### config.mk
export PLATFORM = sky130hd
export DESIGN_NAME = score_board
export DESIGN_NICKNAME = d
export VERILOG_FILES = /design/src/rtl/score_board.sv
export SDC_FILE = /design/constraint.sdc
export NUM_CORES = 1
export LEC_CHECK = 0
export CORE_ASPECT_RATIO = 1.75
export CORE_MARGIN = 10
export CORE_UTILIZATION = 35
export CTS_CLUSTER_DIAMETER = 60
export DETAILED_ROUTE_END_ITERATION = 10
export PLACE_DENSITY = 0.62
export SETUP_SLACK_MARGIN = 0.2
export SYNTH_ARGS = -nofsm -noshare
export SYNTH_HDL_FRONTEND = slang
export SYNTH_SLANG_ARGS = --single-unit
### constraint.sdc
create_clock -name i_Clk -period 3.3 [get_ports i_Clk]
set_input_delay 0.33 -clock i_Clk [delete_from_list [all_inputs] [get_ports i_Clk]]
set_output_delay 0.33 -clock i_Clk [all_outputs]
set_load 0.02 [all_outputs]
### src/rtl/score_board.sv
// Pong scoring stage: counts paddle returns as a two-digit BCD score, detects
// left-edge misses and draws the score as a 1-bit scaled 3x5 font overlay.
module score_board #(
  parameter int DIGIT_X    = 16,
  parameter int DIGIT_Y    = 8,
  parameter int SCALE_LOG2 = 2,
  parameter int MISS_COLS  = 4,
  parameter int COL_W      = 10
) (
  input  logic       i_Clk,
  input  logic       i_Rst_n,
  input  logic       i_HBlank,
  input  logic       i_VBlank,
  input  logic       i_HReset,
  input  logic       i_VReset,
  input  logic       i_Ball,
  input  logic       i_XDir,
  output logic       o_Video,
  output logic [7:0] o_Score,
  output logic       o_Miss
);

  localparam logic [COL_W-1:0] MISS_LIM = COL_W'(MISS_COLS);
  localparam logic [COL_W-1:0] CELL_W   = COL_W'(4 << SCALE_LOG2);
  localparam logic [COL_W-1:0] X_START  = COL_W'(DIGIT_X);
  localparam logic [COL_W-1:0] X_END    = COL_W'(DIGIT_X + (8 << SCALE_LOG2));
  localparam logic [COL_W-1:0] Y_START  = COL_W'(DIGIT_Y);
  localparam logic [COL_W-1:0] Y_END    = COL_W'(DIGIT_Y + (5 << SCALE_LOG2));

  typedef enum logic [1:0] {IDLE, MISS, COOLDOWN} state_t;

  state_t           state, state_next;
  logic [COL_W-1:0] col, row;
  logic             xdir_q;
  logic             pending_hit, pending_miss;
  logic             hit_edge, miss_px, miss_commit;
  logic [7:0]       score;
  logic             video;

  logic [COL_W-1:0] dx, dy;
  logic             in_x, in_y, ones_sel, tens_blank, pix;
  logic [1:0]       fcol;
  logic [2:0]       frow;
  logic [3:0]       digit, bit_idx;
  logic [14:0]      glyph_bits;

  // Glyph rows top to bottom, 3 bits each, MSB is the leftmost font column.
  function automatic logic [14:0] glyph(input logic [3:0] d);
    case (d)
      4'd0:    return 15'b111_101_101_101_111;
      4'd1:    return 15'b010_110_010_010_111;
      4'd2:    return 15'b111_001_111_100_111;
      4'd3:    return 15'b111_001_111_001_111;
      4'd4:    return 15'b101_101_111_001_001;
      4'd5:    return 15'b111_100_111_001_111;
      4'd6:    return 15'b111_100_111_101_111;
      4'd7:    return 15'b111_001_001_001_001;
      4'd8:    return 15'b111_101_111_101_111;
      4'd9:    return 15'b111_101_111_001_111;
      default: return '0;
    endcase
  endfunction

  always_ff @(posedge i_Clk or negedge i_Rst_n) begin
    if (!i_Rst_n) begin
      col <= '0;
      row <= '0;
    end else begin
      if (i_HReset)
        col <= '0;
      else if (!i_HBlank && col != '1)
        col <= col + 1'b1;
      if (i_VReset)
        row <= '0;
      else if (i_HReset && !i_VBlank && row != '1)
        row <= row + 1'b1;
    end
  end

  always_comb begin
    hit_edge    = i_XDir & ~xdir_q;
    miss_px     = i_Ball && !i_HBlank && !i_VBlank && (col < MISS_LIM);
    miss_commit = i_VReset && pending_miss && (state == IDLE);
  end

  always_ff @(posedge i_Clk or negedge i_Rst_n) begin
    if (!i_Rst_n) begin
      xdir_q       <= 1'b0;
      pending_hit  <= 1'b0;
      pending_miss <= 1'b0;
    end else begin
      xdir_q <= i_XDir;
      if (i_VReset) begin
        pending_hit  <= 1'b0;
        pending_miss <= 1'b0;
      end else begin
        if (hit_edge) pending_hit  <= 1'b1;
        if (miss_px)  pending_miss <= 1'b1;
      end
    end
  end

  always_ff @(posedge i_Clk or negedge i_Rst_n) begin
    if (!i_Rst_n)
      state <= IDLE;
    else
      state <= state_next;
  end

  // While in COOLDOWN, pending_miss doubles as "ball touched the zone last frame".
  always_comb begin
    state_next = state;
    case (state)
      IDLE:     if (i_VReset && pending_miss) state_next = MISS;
      MISS:     state_next = COOLDOWN;
      COOLDOWN: if (i_VReset && !pending_miss) state_next = IDLE;
      default:  state_next = IDLE;
    endcase
  end

  always_comb begin
    o_Miss = (state == MISS);
  end

  always_ff @(posedge i_Clk or negedge i_Rst_n) begin
    if (!i_Rst_n) begin
      score <= '0;
    end else if (miss_commit || state == MISS) begin
      score <= '0;
    end else if (i_VReset && pending_hit && score != 8'h99) begin
      if (score[3:0] == 4'd9)
        score <= {score[7:4] + 4'd1, 4'd0};
      else
        score <= {score[7:4], score[3:0] + 4'd1};
    end
  end

  // Font column wraps modulo 4 so the same shift serves both digit cells.
  always_comb begin
    dx         = col - X_START;
    dy         = row - Y_START;
    in_x       = (col >= X_START) && (col < X_END);
    in_y       = (row >= Y_START) && (row < Y_END);
    ones_sel   = (dx >= CELL_W);
    fcol       = 2'(dx >> SCALE_LOG2);
    frow       = 3'(dy >> SCALE_LOG2);
    digit      = ones_sel ? score[3:0] : score[7:4];
    tens_blank = !ones_sel && (score[7:4] == 4'd0);
    glyph_bits = glyph(digit);
    bit_idx    = 4'd14 - (4'(frow) * 4'd3 + 4'(fcol));
    pix        = !i_HBlank && !i_VBlank && in_x && in_y && (fcol != 2'd3)
                 && !tens_blank && glyph_bits[bit_idx];
  end

  always_ff @(posedge i_Clk or negedge i_Rst_n) begin
    if (!i_Rst_n)
      video <= 1'b0;
    else
      video <= pix;
  end

  assign o_Video = video;
  assign o_Score = score;

endmodule

# Yosys cells after proc, flatten, opt, wreduce, memory -nomap -nowiden

Memories as Yosys holds them, arrays and structs flattened.
Index checks and enable logic that the tools add are counted.

Bits in registers: 34
Memory bits (read-only): 240
Input port bits: 8
Output and inout port bits: 10
Word-level logic and storage cells: 90
Memories kept: 1

Memory list:

| name             | depth | width | rd ports | clocked after Yosys merged registers in | write ports | RTL line | source |
|---|---|---|---|---|---|---|---|
| (name not given) | 16    | 15    | 1        | 0                                       | 0           | 49       | `case (d)` |

Add/sub/neg operators: 8
$mul: 1
$lt $le $gt $ge: 7
Eq/ne operators: 9
Muxes and demuxes: 17
Bitwise operators: 2
Reduce and logical (&&, ||, !) cells: 36

Operators with widths:

| cell                                                 | number |
|---|---|
| two-way mux 10 bit                                   | 4 |
| two-way mux 8 bit                                    | 3 |
| adder 10 x 1 -> 10 bit, second input constant        | 2 |
| >= comparator 10 x 5 -> 1 bit, second input constant | 2 |
| logical AND 1 bit                                    | 20 |
| inequality test 10 bit, second input constant        | 2 |
| nonzero test 2 bit                                   | 6 |
| >= comparator 10 x 4 -> 1 bit, second input constant | 1 |
| < comparator 10 x 3 -> 1 bit, second input constant  | 1 |
| < comparator 10 x 5 -> 1 bit, second input constant  | 1 |
| < comparator 10 x 6 -> 1 bit, second input constant  | 1 |
| subtractor 10 x 5 -> 10 bit, second input constant   | 1 |
| adder 4 x 1 -> 4 bit, second input constant          | 2 |
| inequality test 8 bit, second input constant         | 1 |
| inequality test 2 bit, second input constant         | 3 |
| one-hot mux 2 bit (3 select lines)                   | 1 |
| zero test 1 bit                                      | 5 |
| < comparator 4 x 5 -> 1 bit, second input constant   | 1 |
| two-way mux 1 bit                                    | 5 |
| subtractor 5 x 4 -> 5 bit, second input constant     | 1 |
| adder 4 x 2 -> 4 bit                                 | 1 |
| binary-select mux 1 bit (select 4 bit)               | 1 |
| equality test 4 bit, second input constant           | 1 |
| zero test 4 bit                                      | 1 |
| other kinds (11)                                     | 13 |

# Logic depth before layout (Yosys ltp)

Gate-level depths: netlist (run 1).

Depth in word-level cells: 7
Gate-level depth with buffers: 13
Mapped depth without buffers: 12

# Least setup slack after synthesis (run 1)

Ideal clock, no wire load.

Kind: register -> register
From: reg col[6]
To: reg video, in the netlist o_Video
Setup time: 0.126 ns
Arrival: 2.803 ns
Data required time: 3.174 ns
Slack: 0.371 ns
Stages on the path, launching flop included: 14
Path buffers: 1
Period minus slack after synthesis: 2.929 ns
Path through: dfrtp_1 > nor4_2 > nand2_2 > clkbuf_1 > nor2_1 > a21oi_1 > inv_1 > ha_1 > nand2_1 > a2111oi_4 > a21oi_1 > a311o_1 > and3_1 > o311a_1

Word-level cells in the longest chain between the ends: 7
Elaborated cells on any way between the ends: 17
Those cells by class: 1 x add/sub; 3 x order compare; 3 x mux; 9 x reduce/logical; 1 x memory

Ends and longest elaborated chain:

| element                                                                             | RTL line | source |
|---|---|---|
| start, declared                                                                     | 33       | `logic [COL_W-1:0] col, row;` |
| start signal, assigned                                                              | 72       | `col <= col + 1'b1;` |
| subtractor 10 x 5 -> 10 bit (tied with other cells)                                 | 140      | `dx = col - X_START;` |
| >= comparator 10 x 5 -> 1 bit / logical AND 1 bit (equally long branches)           | 144, 142 |  |
| two-way mux 4 bit (tied with other cells)                                           | 147      | `digit = ones_sel ? score[3:0] : score[7:4];` |
| memory read (16 x 15 bit) (tied with other cells)                                   | -        |  |
| binary-select mux 1 bit (select 4 bit) (tied with other cells)                      | 152      | `&& !tens_blank && glyph_bits[bit_idx];` |
| two-way mux 1 bit (not written as such) / logical AND 1 bit (equally long branches) | 152      |  |
| logical AND 1 bit (*)                                                               | 152      |  |
| via pix                                                                             | 41       | `logic in_x, in_y, ones_sel, tens_blank, pix;` |
| end signal, assigned                                                                | 159      | `video <= pix;` |
| end, declared                                                                       | 38       | `logic video;` |

The timed path passes the listed nets; every way through them passes the cells marked *. The select of a mux whose other input is x is not followed.
A chain may end at the register's enable or synchronous reset.

# Worst setup path after layout (run 1)

From: reg col[9]
To: reg video, in the netlist o_Video

The elaborated chain is that of the path after synthesis.

==> summary.txt, run 1 <==
status: completed
Post-synth EDFFs: 0
Synth Area in Adders: 0.119
Synth cell types: 49
Buffers on Ports: 17
first-pass GRT wire length: 10100 µm
CTS H-tree depth: 2
IO Count: 18
CP max FO: 5
Seq cells post-synth: 34
Placer Congestion: 0.878
fin crit share: 0.877
setup TNS: 0 ns
launch point of the worst reg-to-reg path: col[9]
Final Worst Setup Slack: 0.407 ns
die width: 83.1 µm
RSZ-0062 raised after global routing: no
drc violations: 0
leading cell type in the layout, fill and taps excluded: nor2_1
Worst-path clk slew: 0.05 ns
PwrDens: 423 nW/µm²
Worst IR Drop VDD: 0.266 mV
Worst-Skew Late Latency: 0.28 ns
ys async rst share: 1.00
via/cell ratio: 5.36
TritonCTS clock tree: yes
worst endpoint data arrival time: 3.05 ns
starting density of the core: 0.358
Pre-antenna DRT Iters: 4
leakage power: 1.21 nW
overall routed net length: 5850 µm
Ant. Diodes: 0
synth warn: 0
crit path launch type: register
number of nets in the layout: 328
clk sinks: 34
post-synthesis simple-gate area fraction: 0.221
Final HPWL DP: 4310 µm
commonest non-fill, non-tap cells in the layout: nor2_1 (40), dfrtp_1 (32), inv_1 (23), ha_1 (20), a21oi_1 (18)
setup-violating endpoint count in the final report: 0
Die Y-Extent: 130 µm
post-synthesis compound-gate area fraction: 0.155
post-route ant nets: 0
max-cap viol count: 0
total track usage: 0.111
Site Rows: 40
Fmax: 346 MHz
CP Data Required Time: 3.46 ns
Hold Violations, Final: 0
Setup CP Type: register to register
share of cells above drive strength 1: 0.0839
Primary FF master, synth: dfrtp_1
GR Overflow Total: 0
CTS Buf Count: 5
Area Overhead vs Synth: 19.1%
HP Class: register to register
crit path time final: 2.89 ns
Die Area: 10800 µm²
Hold Crit Start: state[0]
Post-Syn Area: 2440 µm²
largest net degree at the start of global routing: 35
Worst-Margin Slew: 0.679 ns
number of global-route vias before repair: 2117
Root Driver: clkbuf_16
Crit-path slowest cell: dfrtp_2
per-cell routed wire length: 15.3 µm
Max clock buf depth: 2
Hold Path Stages: 1
xor/xnor share of the synthesized area: 0.0899
number of hold buffers added after CTS: 0
initial detailed-routing violation count: 115
Max Transition Viols Final: 0
R2R depth: 12
slew margin rel.: 0.541
Avg Inst Size Synth: 8.70 µm²
Hold EP: state[0]
setup slack, reg-to-reg: 0.41 ns
via count: 2046
postcts setup bufs: 0
proportion of synthesized area in mux cells: 0.0128
cell count after synthesis: 280
core area: 6810 µm²
Place WS: 0.235 ns
initial antenna violation count: 0
Slowest Stage Delay on Critical Path: 0.45 ns
combinational family with the most area after synthesis: simple AND/OR/NAND/NOR gates
Worst Setup End Kind: register
sequential area share after synthesis: 0.349
CP cell instances: nor4_4 > nand2_2 > nor2_2 > a21oi_2 > inv_1 > ha_1 > nand2_1 > a2111oi_4 > a21oi_1 > a311o_1 > and3_1 > o311a_1
Final Skew: 0.00422 ns
syn_nets: 310
FF-to-FF End: o_Video
[kinds of logic after synthesis]
logic type	after synthesis
adders and majority gates	22
DFF	34
xor gates and xnor gates	25
AOI/OAI and AO/OA	54
buffers and inverters	34
and+or+nand+nor	108
muxes	3
[layout make-up]
cell class	count	area [µm²]
timing repair buffer	22	208
fill	716	3910
clock buffer	6	139
clock inverter	1	30.0
sequential	34	853
inverter	23	86.3
tap	84	105
multi-input combinational	212	1480
[per-layer routing]
metal / GRT usage / part of all wire / vias up
met5: 0 / 0 / -
met4: 0.0624 / 0.027 / 0
met3: 0.0187 / 0.027 / 8
met2: 0.211 / 0.54 / 36
met1: 0.112 / 0.40 / 986
li1: - / - / 1016
[repair_timing]
action	in CTS	in global routing
setup endpoints to repair	0	1
hold endpoints to repair	0	0
resized for setup	0	8
[power by group]
| group | switching, mW | internal [mW] |
|---|---|---|
| registers | 0.0331 | 0.434 |
| logic | 0.123 | 0.0919 |
| clock network | 0.173 | 0.372 |
| total | 0.329 | 0.898 |
[Yosys cell counts (all sizes together) (2+ instances only)]
cell,n,area share
ha,20,0.10
fa,2,0.016
inv,23,0.035
o311a,2,0.0082
and4,2,0.0072
mux2i,2,0.0082
xnor2,14,0.050
nor4b,2,0.0072
clkbuf,9,0.014
nand3b,3,0.0092
o21ai,10,0.021
nand4,6,0.015
dfrtp,34,0.35
a311oi,2,0.0072
nand2b,3,0.0077
nand3,8,0.016
xor2,11,0.040
a2111oi,2,0.015
a21oi,20,0.041
nor4,3,0.010
nor3,7,0.014
buf,2,0.0036
nor2,42,0.065
nor3b,2,0.0062
a31oi,3,0.0077
nand2,17,0.027
a41oi,3,0.011
or4,2,0.0062
and2,2,0.0051
and3,5,0.013
nor2b,3,0.0077
o211ai,3,0.0092
[critical path: cells and delay by family (launching register included)]
family                   cells  cell delay, ns
flip-flops                   1            0.45
AO/OA/AOI/OAI                5            1.05
adder cells (fa/ha/maj)      1            0.23
buffers and inverters        1            0.13
AND/OR/NAND/NOR              5            0.93
[metrics by stage]
stage	hold slack [ns]	util	power [mW]	cell area, µm²	instances
CTS	0.429	0.422	1.25	2880	382
global route	0.444	0.426	1.28	2900	382
global placement	0.419	0.398	0.686	2710	375
detailed placement	0.421	0.398	0.690	2710	375
finish	0.423	0.426	1.23	2900	382
floorplan	0.0344	-	0.603	2440	280
[worst max path at each step]
stage / from / endpoint / slack (ns) / cells past startpoint
after floorplan: col[6] / o_Video / 0.37 / 13
after global placement: col[6] / o_Video / 0.26 / 11
after detailed placement: col[6] / o_Video / 0.24 / 10
after CTS: col[6] / o_Video / 0.22 / 10
after global routing: col[3] / o_Video / 0.19 / 10
final: col[9] / o_Video / 0.41 / 12
[flip-flops by register name, summed over array words and instances, names as in the netlist]
register	count
pending_miss	1
row	10
pending_hit	1
xdir_q	1
o_Score	8
col	10
o_Video	1
state	2
No activity file was read; power rests on OpenSTA's default activity.
==> inputs of run 2 (changes only) <==
--- a/config.mk
+++ b/config.mk
@@ -10,7 +10,7 @@
 export CORE_UTILIZATION = 35
 export CTS_CLUSTER_DIAMETER = 60
 export DETAILED_ROUTE_END_ITERATION = 10
-export PLACE_DENSITY = 0.62
+export PLACE_DENSITY = 0.64
 export SETUP_SLACK_MARGIN = 0.2
 export SYNTH_ARGS = -nofsm -noshare
 export SYNTH_HDL_FRONTEND = slang
==> constraint.sdc (replaced) <==
create_clock -name i_Clk -period 2.5 [get_ports i_Clk]
set_input_delay 0.25 -clock i_Clk [delete_from_list [all_inputs] [get_ports i_Clk]]
set_output_delay 0.25 -clock i_Clk [all_outputs]
set_load 0.02 [all_outputs]
==> summary.txt, run 2 (synthesized netlist as in run 1, its figures left out) <==
status: finished, violations left (was completed)
failing checks: negative setup slack
Fmax: 383 MHz (was 346 MHz)
R2R depth: 8 (was 12)
CTS Buf Count: 5 (unchanged)
clk sinks: 34 (unchanged)
CP Data Required Time: 2.71 ns (was 3.46 ns)
HP Class: input pin to async pin (was register to register)
commonest non-fill, non-tap cells in the layout: buf_4 (50), nor2_1 (40), dfrtp_1 (34), inv_1 (23), ha_1 (19) (was nor2_1 (40), dfrtp_1 (32), inv_1 (23), ha_1 (20), a21oi_1 (18))
drc violations: 0 (unchanged)
Setup CP Type: register to register (unchanged)
Area Overhead vs Synth: 34.1% (was 19.1%)
Register Area: 851 µm² (was 853 µm²)
post-route ant nets: 0 (unchanged)
Switching Fraction: 0.282 (was 0.268)
Max Transition Viols Final: 0 (unchanged)
fill count: 684 (was 716)
via count: 2285 (was 2046)
fin crit share: 1.04 (was 0.877)
per-cell routed wire length: 14.6 µm (was 15.3 µm)
Worst-Skew Late Latency: 0.28 ns (about the same)
Placed Area: 3010 µm² (was 2710 µm²)
area of the multi-input gates: 1530 µm² (was 1480 µm²)
Worst-Margin Slew: 0.486 ns (was 0.679 ns)
Worst Setup End Kind: register (unchanged)
largest net degree at the start of global routing: 35 (unchanged)
share of cells above drive strength 1: 0.215 (was 0.0839)
core area: 6810 µm² (unchanged)
number of hold buffers added after CTS: 0 (unchanged)
Worst IR Drop VDD: 0.430 mV (was 0.266 mV)
RSZ-0062 raised after global routing: yes (was no)
Die Area: 10800 µm² (unchanged)
CTS H-tree depth: 2 (unchanged)
leading cell type in the layout, fill and taps excluded: buf_4 (was nor2_1)
Final Worst Setup Slack: -0.108 ns (was 0.407 ns)
Final Cell Area: 3270 µm² (was 2900 µm²)
Reg power frac: 0.379 (was 0.380)
TritonCTS clock tree: yes (unchanged)
Root Driver: clkbuf_16 (unchanged)
setup slack, reg-to-reg: -0.11 ns (was 0.41 ns)
Placer Congestion: 0.971 (was 0.878)
via/cell ratio: 5.34 (was 5.36)
Crit-path slowest cell: fa_1 (was dfrtp_2)
Final Skew: 0.00373 ns (was 0.00422 ns)
Site Rows: 40 (unchanged)
Hold Violations, Final: 0 (unchanged)
crit path time final: 2.61 ns (was 2.89 ns)
Int Power: 1.17 mW (was 0.898 mW)
Slowest Stage Delay on Critical Path: 0.55 ns (was 0.45 ns)
total track usage: 0.119 (was 0.111)
FF-to-FF End: o_Video (unchanged)
die width: 83.1 µm (unchanged)
Ant. Diodes: 0 (unchanged)
number of global-route vias before repair: 2353 (was 2117)
launch point of the worst reg-to-reg path: col[3] (was col[9])
PwrDens: 498 nW/µm² (was 423 nW/µm²)
Max clock buf depth: 2 (unchanged)
CP max FO: 4 (was 5)
Clock Power Share: 0.381 (was 0.444)
worst endpoint data arrival time: 2.82 ns (was 3.05 ns)
slew margin rel.: 0.671 (was 0.541)
Die Y-Extent: 130 µm (unchanged)
crit path launch type: register (unchanged)
Logic pwr share: 0.240 (was 0.176)
initial detailed-routing violation count: 115 (unchanged)
Buffers on Ports: 17 (unchanged)
Final HPWL DP: 4850 µm (was 4310 µm)
setup-violating endpoint count in the final report: 1 (was 0)
Pre-antenna DRT Iters: 4 (unchanged)
GR Overflow Total: 0 (unchanged)
overall routed net length: 6250 µm (was 5850 µm)
worst setup path startpoint: col[3] (was col[9])
P_sw: 0.459 mW (was 0.329 mW)
max-cap viol count: 0 (unchanged)
starting density of the core: 0.358 (unchanged)
number of nets in the layout: 373 (was 328)
IO Count: 18 (unchanged)
leakage power: 1.44 nW (was 1.21 nW)
first-pass GRT wire length: 10800 µm (was 10100 µm)
initial antenna violation count: 0 (unchanged)
CP cell instances: inv_1 > fa_1 > inv_1 > fa_1 > buf_4 > a2111o_1 > a311oi_1 > o311a_1 (was nor4_4 > nand2_2 > nor2_2 > a21oi_2 > inv_1 > ha_1 > nand2_1 > a2111oi_4 > a21oi_1 > a311o_1 > and3_1 > o311a_1)
setup TNS: -0.108 ns (was 0 ns)
Worst-path clk slew: 0.05 ns (about the same)
## run 2: cell types whose count changed in the layout (fill, tap and decap cells not counted), sizes merged
cell / before / now
buf: 5 / 50
clkinv: 0 / 1
clkinvlp: 0 / 1
bufinv: 1 / 0
## run 2: repair_timing
action | 4_1_cts | 5_1_grt
gates resized for setup | 2 | 4
pin swaps | 5 | 2
setup buffers | 9 | 0
gates cloned | 0 | 0
setup endpoints to repair | 1 | 1
## run 2: cell type report
cell class	instances	share of cell area
multi-input combinational	212	0.467
sequential	34	0.261
timing repair buffer	67	0.167
clock buffer	6	0.0425
tap	84	0.0322
inverter	23	0.0264
clock inverter	2	0.00383
## run 2: how the worst max path moves through the flow
| stage | slack, ns | depth (start not counted) | to |
|---|---|---|---|
| 2_1_floorplan | -0.22 | 13 | o_Video |
| 3_3_place_gp | -0.12 | 9 | o_Video |
| 3_5_place_dp | -0.17 | 10 | o_Video |
| 4_1_cts | -0.10 | 12 | o_Video |
| 5_1_grt | -0.25 | 12 | o_Video |
| 6_report | -0.11 | 8 | o_Video |
## run 2: power groups by stage
stage               Combinational, mW  Clock, mW  Sequential [mW]
CTS                             0.392      0.639            0.618
detailed placement              0.368          0            0.628
floorplan                       0.176          0            0.625
global route                    0.434      0.663            0.621
global placement                0.368          0            0.627
finish                          0.391      0.619            0.616
## run 2: routing by layer
layer,share of wire,vias to the layer above,track usage
li1,-,1107,-
met3,0.032,28,0.0187
met2,0.55,57,0.232
met5,0,-,0
met1,0.36,1093,0.107
met4,0.059,0,0.0905
## run 2: per-stage QoR
step                      utilization  total power [mW]  instances  hold slack [ns]  setup slack, ns
after detailed placement        0.443             0.996        411            0.421           -0.172
after global placement          0.443             0.995        411            0.421           -0.124
after floorplan                     -             0.801        280          -0.0456           -0.216
after global routing            0.480              1.72        428            0.436           -0.249
after CTS                       0.477              1.65        428            0.402           -0.102
final                           0.480              1.63        428            0.382           -0.108
## run 2: worst max-delay path: cells and delay by family, from the launching register on
family | cells | cell delay [ns]
fa+ha+maj | 2 | 1.04
buf+inv | 3 | 0.29
compound gates | 3 | 0.86
flops | 1 | 0.34
==> inputs of run 3 (changes only) <==
--- a/config.mk
+++ b/config.mk
@@ -10,7 +10,8 @@
 export CORE_UTILIZATION = 35
 export CTS_CLUSTER_DIAMETER = 60
 export DETAILED_ROUTE_END_ITERATION = 10
-export PLACE_DENSITY = 0.64
+export PLACE_DENSITY = 0.55
+export REMOVE_ABC_BUFFERS = 1
 export SETUP_SLACK_MARGIN = 0.2
 export SYNTH_ARGS = -nofsm -noshare
 export SYNTH_HDL_FRONTEND = slang
==> summary.txt, run 3 (synthesized netlist as in run 1, its figures left out) <==
CTS H-tree depth: 2 (unchanged)
die width: 83.1 µm (unchanged)
number of global-route vias before repair: 2408 (was 2353)
area of the multi-input gates: 1600 µm² (was 1530 µm²)
Fmax: 386 MHz (was 383 MHz)
largest net degree at the start of global routing: 35 (unchanged)
Site Rows: 40 (unchanged)
Buffers on Ports: 17 (unchanged)
Worst-Margin Slew: 0.712 ns (was 0.486 ns)
worst endpoint data arrival time: 2.82 ns (about the same)
first-pass GRT wire length: 11000 µm (was 10800 µm)
total track usage: 0.124 (was 0.119)
Placed Area: 2980 µm² (was 3010 µm²)
core area: 6810 µm² (unchanged)
RSZ-0062 raised after global routing: yes (unchanged)
Final Worst Setup Slack: -0.0939 ns (was -0.108 ns)
per-cell routed wire length: 15.0 µm (was 14.6 µm)
leading cell type in the layout, fill and taps excluded: buf_4 (unchanged)
max-cap viol count: 0 (unchanged)
Final HPWL DP: 4800 µm (was 4850 µm)
crit path launch type: register (unchanged)
status: finished, violations left (unchanged)
overall routed net length: 6450 µm (was 6250 µm)
fill count: 692 (was 684)
Area Overhead vs Synth: 38.9% (was 34.1%)
Max Transition Viols Final: 0 (unchanged)
fin crit share: 1.04 (about the same)
clk sinks: 34 (unchanged)
via/cell ratio: 5.22 (was 5.34)
via count: 2241 (was 2285)
Setup CP Type: register to register (unchanged)
Final Cell Area: 3380 µm² (was 3270 µm²)
Register Area: 851 µm² (unchanged)
HP Class: input pin to async pin (unchanged)
Die Area: 10800 µm² (unchanged)
initial antenna violation count: 0 (unchanged)
Final Power: 1.77 mW (was 1.63 mW)
share of cells above drive strength 1: 0.243 (was 0.215)
Worst-path clk slew: 0.05 ns (about the same)
GR Overflow Total: 0 (unchanged)
setup-violating endpoint count in the final report: 1 (unchanged)
Ant. Diodes: 0 (unchanged)
CP Data Required Time: 2.72 ns (was 2.71 ns)
initial detailed-routing violation count: 62 (was 115)
starting density of the core: 0.358 (unchanged)
Placer Congestion: 0.828 (was 0.971)
failing checks: negative setup slack (unchanged)
Pre-antenna DRT Iters: 4 (unchanged)
Root Driver: clkbuf_16 (unchanged)
Max clock buf depth: 2 (unchanged)
drc violations: 0 (unchanged)
post-route ant nets: 0 (unchanged)
slew margin rel.: 0.518 (was 0.671)
final hold slack: 0.382 ns (about the same)
Final Skew: 0.00516 ns (was 0.00373 ns)
CP max FO: 4 (unchanged)
Worst-Skew Late Latency: 0.28 ns (about the same)
PwrDens: 523 nW/µm² (was 498 nW/µm²)
number of nets in the layout: 374 (was 373)
TritonCTS clock tree: yes (unchanged)
Worst Setup End Kind: register (unchanged)
commonest non-fill, non-tap cells in the layout: buf_4 (46), nor2_1 (40), dfrtp_1 (34), inv_1 (21) (was buf_4 (50), nor2_1 (40), dfrtp_1 (34), inv_1 (23), ha_1 (19))
leakage power: 1.45 nW (was 1.44 nW)
Die Y-Extent: 130 µm (unchanged)
CTS Buf Count: 5 (unchanged)
Hold Violations, Final: 0 (unchanged)
crit path time final: 2.59 ns (was 2.61 ns)
IO Count: 18 (unchanged)
Worst IR Drop VDD: 0.606 mV (was 0.430 mV)
## run 3: cell types whose count changed in the layout (fill, tap and decap cells not counted), sizes merged
cell | before | now
buf | 50 | 51
clkbuf | 6 | 8
clkinv | 1 | 0
clkinvlp | 1 | 0
## run 3: power breakdown
group | switching, mW | internal, mW | total (mW)
registers | 0.0317 | 0.573 | 0.605
clock network | 0.229 | 0.451 | 0.679
logic | 0.243 | 0.243 | 0.486
## run 3: path summary, 6_finish.rpt
path,end,cells past startpoint,start,slack (ns)
max in group asynchronous,col[3],2,i_Rst_n,1.80
min reg2reg,state[0],1,state[0],0.43
min,o_Score[6],2,i_Rst_n,0.38
max,o_Video,12,col[7],-0.09
min in group i_Clk,state[0],1,state[0],0.43
max reg2reg,o_Video,12,col[7],-0.09
## run 3: cell type report
class / count / area share
Clock buffer: 8 / 0.0492
Tap cell: 84 / 0.0311
Multi-Input combinational cell: 212 / 0.474
Sequential cell: 34 / 0.251
Inverter: 23 / 0.0255
Timing Repair Buffer: 68 / 0.169
## run 3: worst max-delay path, stage by stage (launching register included)
cell	delay, ns
dfrtp_1	0.41
nor4_4	0.31
nand2_2	0.12
buf_4	0.16
a21oi_4	0.16
buf_6	0.14
ha_1	0.26
nand2_1	0.13
buf_4	0.12
o31a_1	0.11
o2111ai_1	0.12
a311oi_2	0.28
o311a_1	0.19
## run 3: stage by stage
| stage | utilization | setup WS, ns | setup TNS [ns] | instances |
|---|---|---|---|---|
| floorplan | - | -0.340 | -0.340 | 269 |
| detailed placement | 0.438 | -0.196 | -0.196 | 412 |
| global route | 0.497 | -0.219 | -0.219 | 429 |
| CTS | 0.486 | -0.0665 | -0.0665 | 427 |
| finish | 0.497 | -0.0939 | -0.0939 | 429 |
| global placement | 0.438 | -0.120 | -0.120 | 412 |
## run 3: timing repair
item | CTS | global route
resized for setup | 23 | 10
hold endpoints to repair | 0 | 0
pin swaps | 12 | 6
setup buffers | 7 | 2
setup endpoints to repair | 1 | 1
hold buffers | 0 | 0
## run 3: routing by layer
layer | wire (µm) | share of wire | up-vias | GRT usage
met5 | 0 | 0 | - | 0
met4 | 298 | 0.046 | 0 | 0.0936
met3 | 230 | 0.036 | 16 | 0.0293
met2 | 3510 | 0.54 | 47 | 0.237
met1 | 2410 | 0.37 | 1075 | 0.110
li1 | - | - | 1103 | -
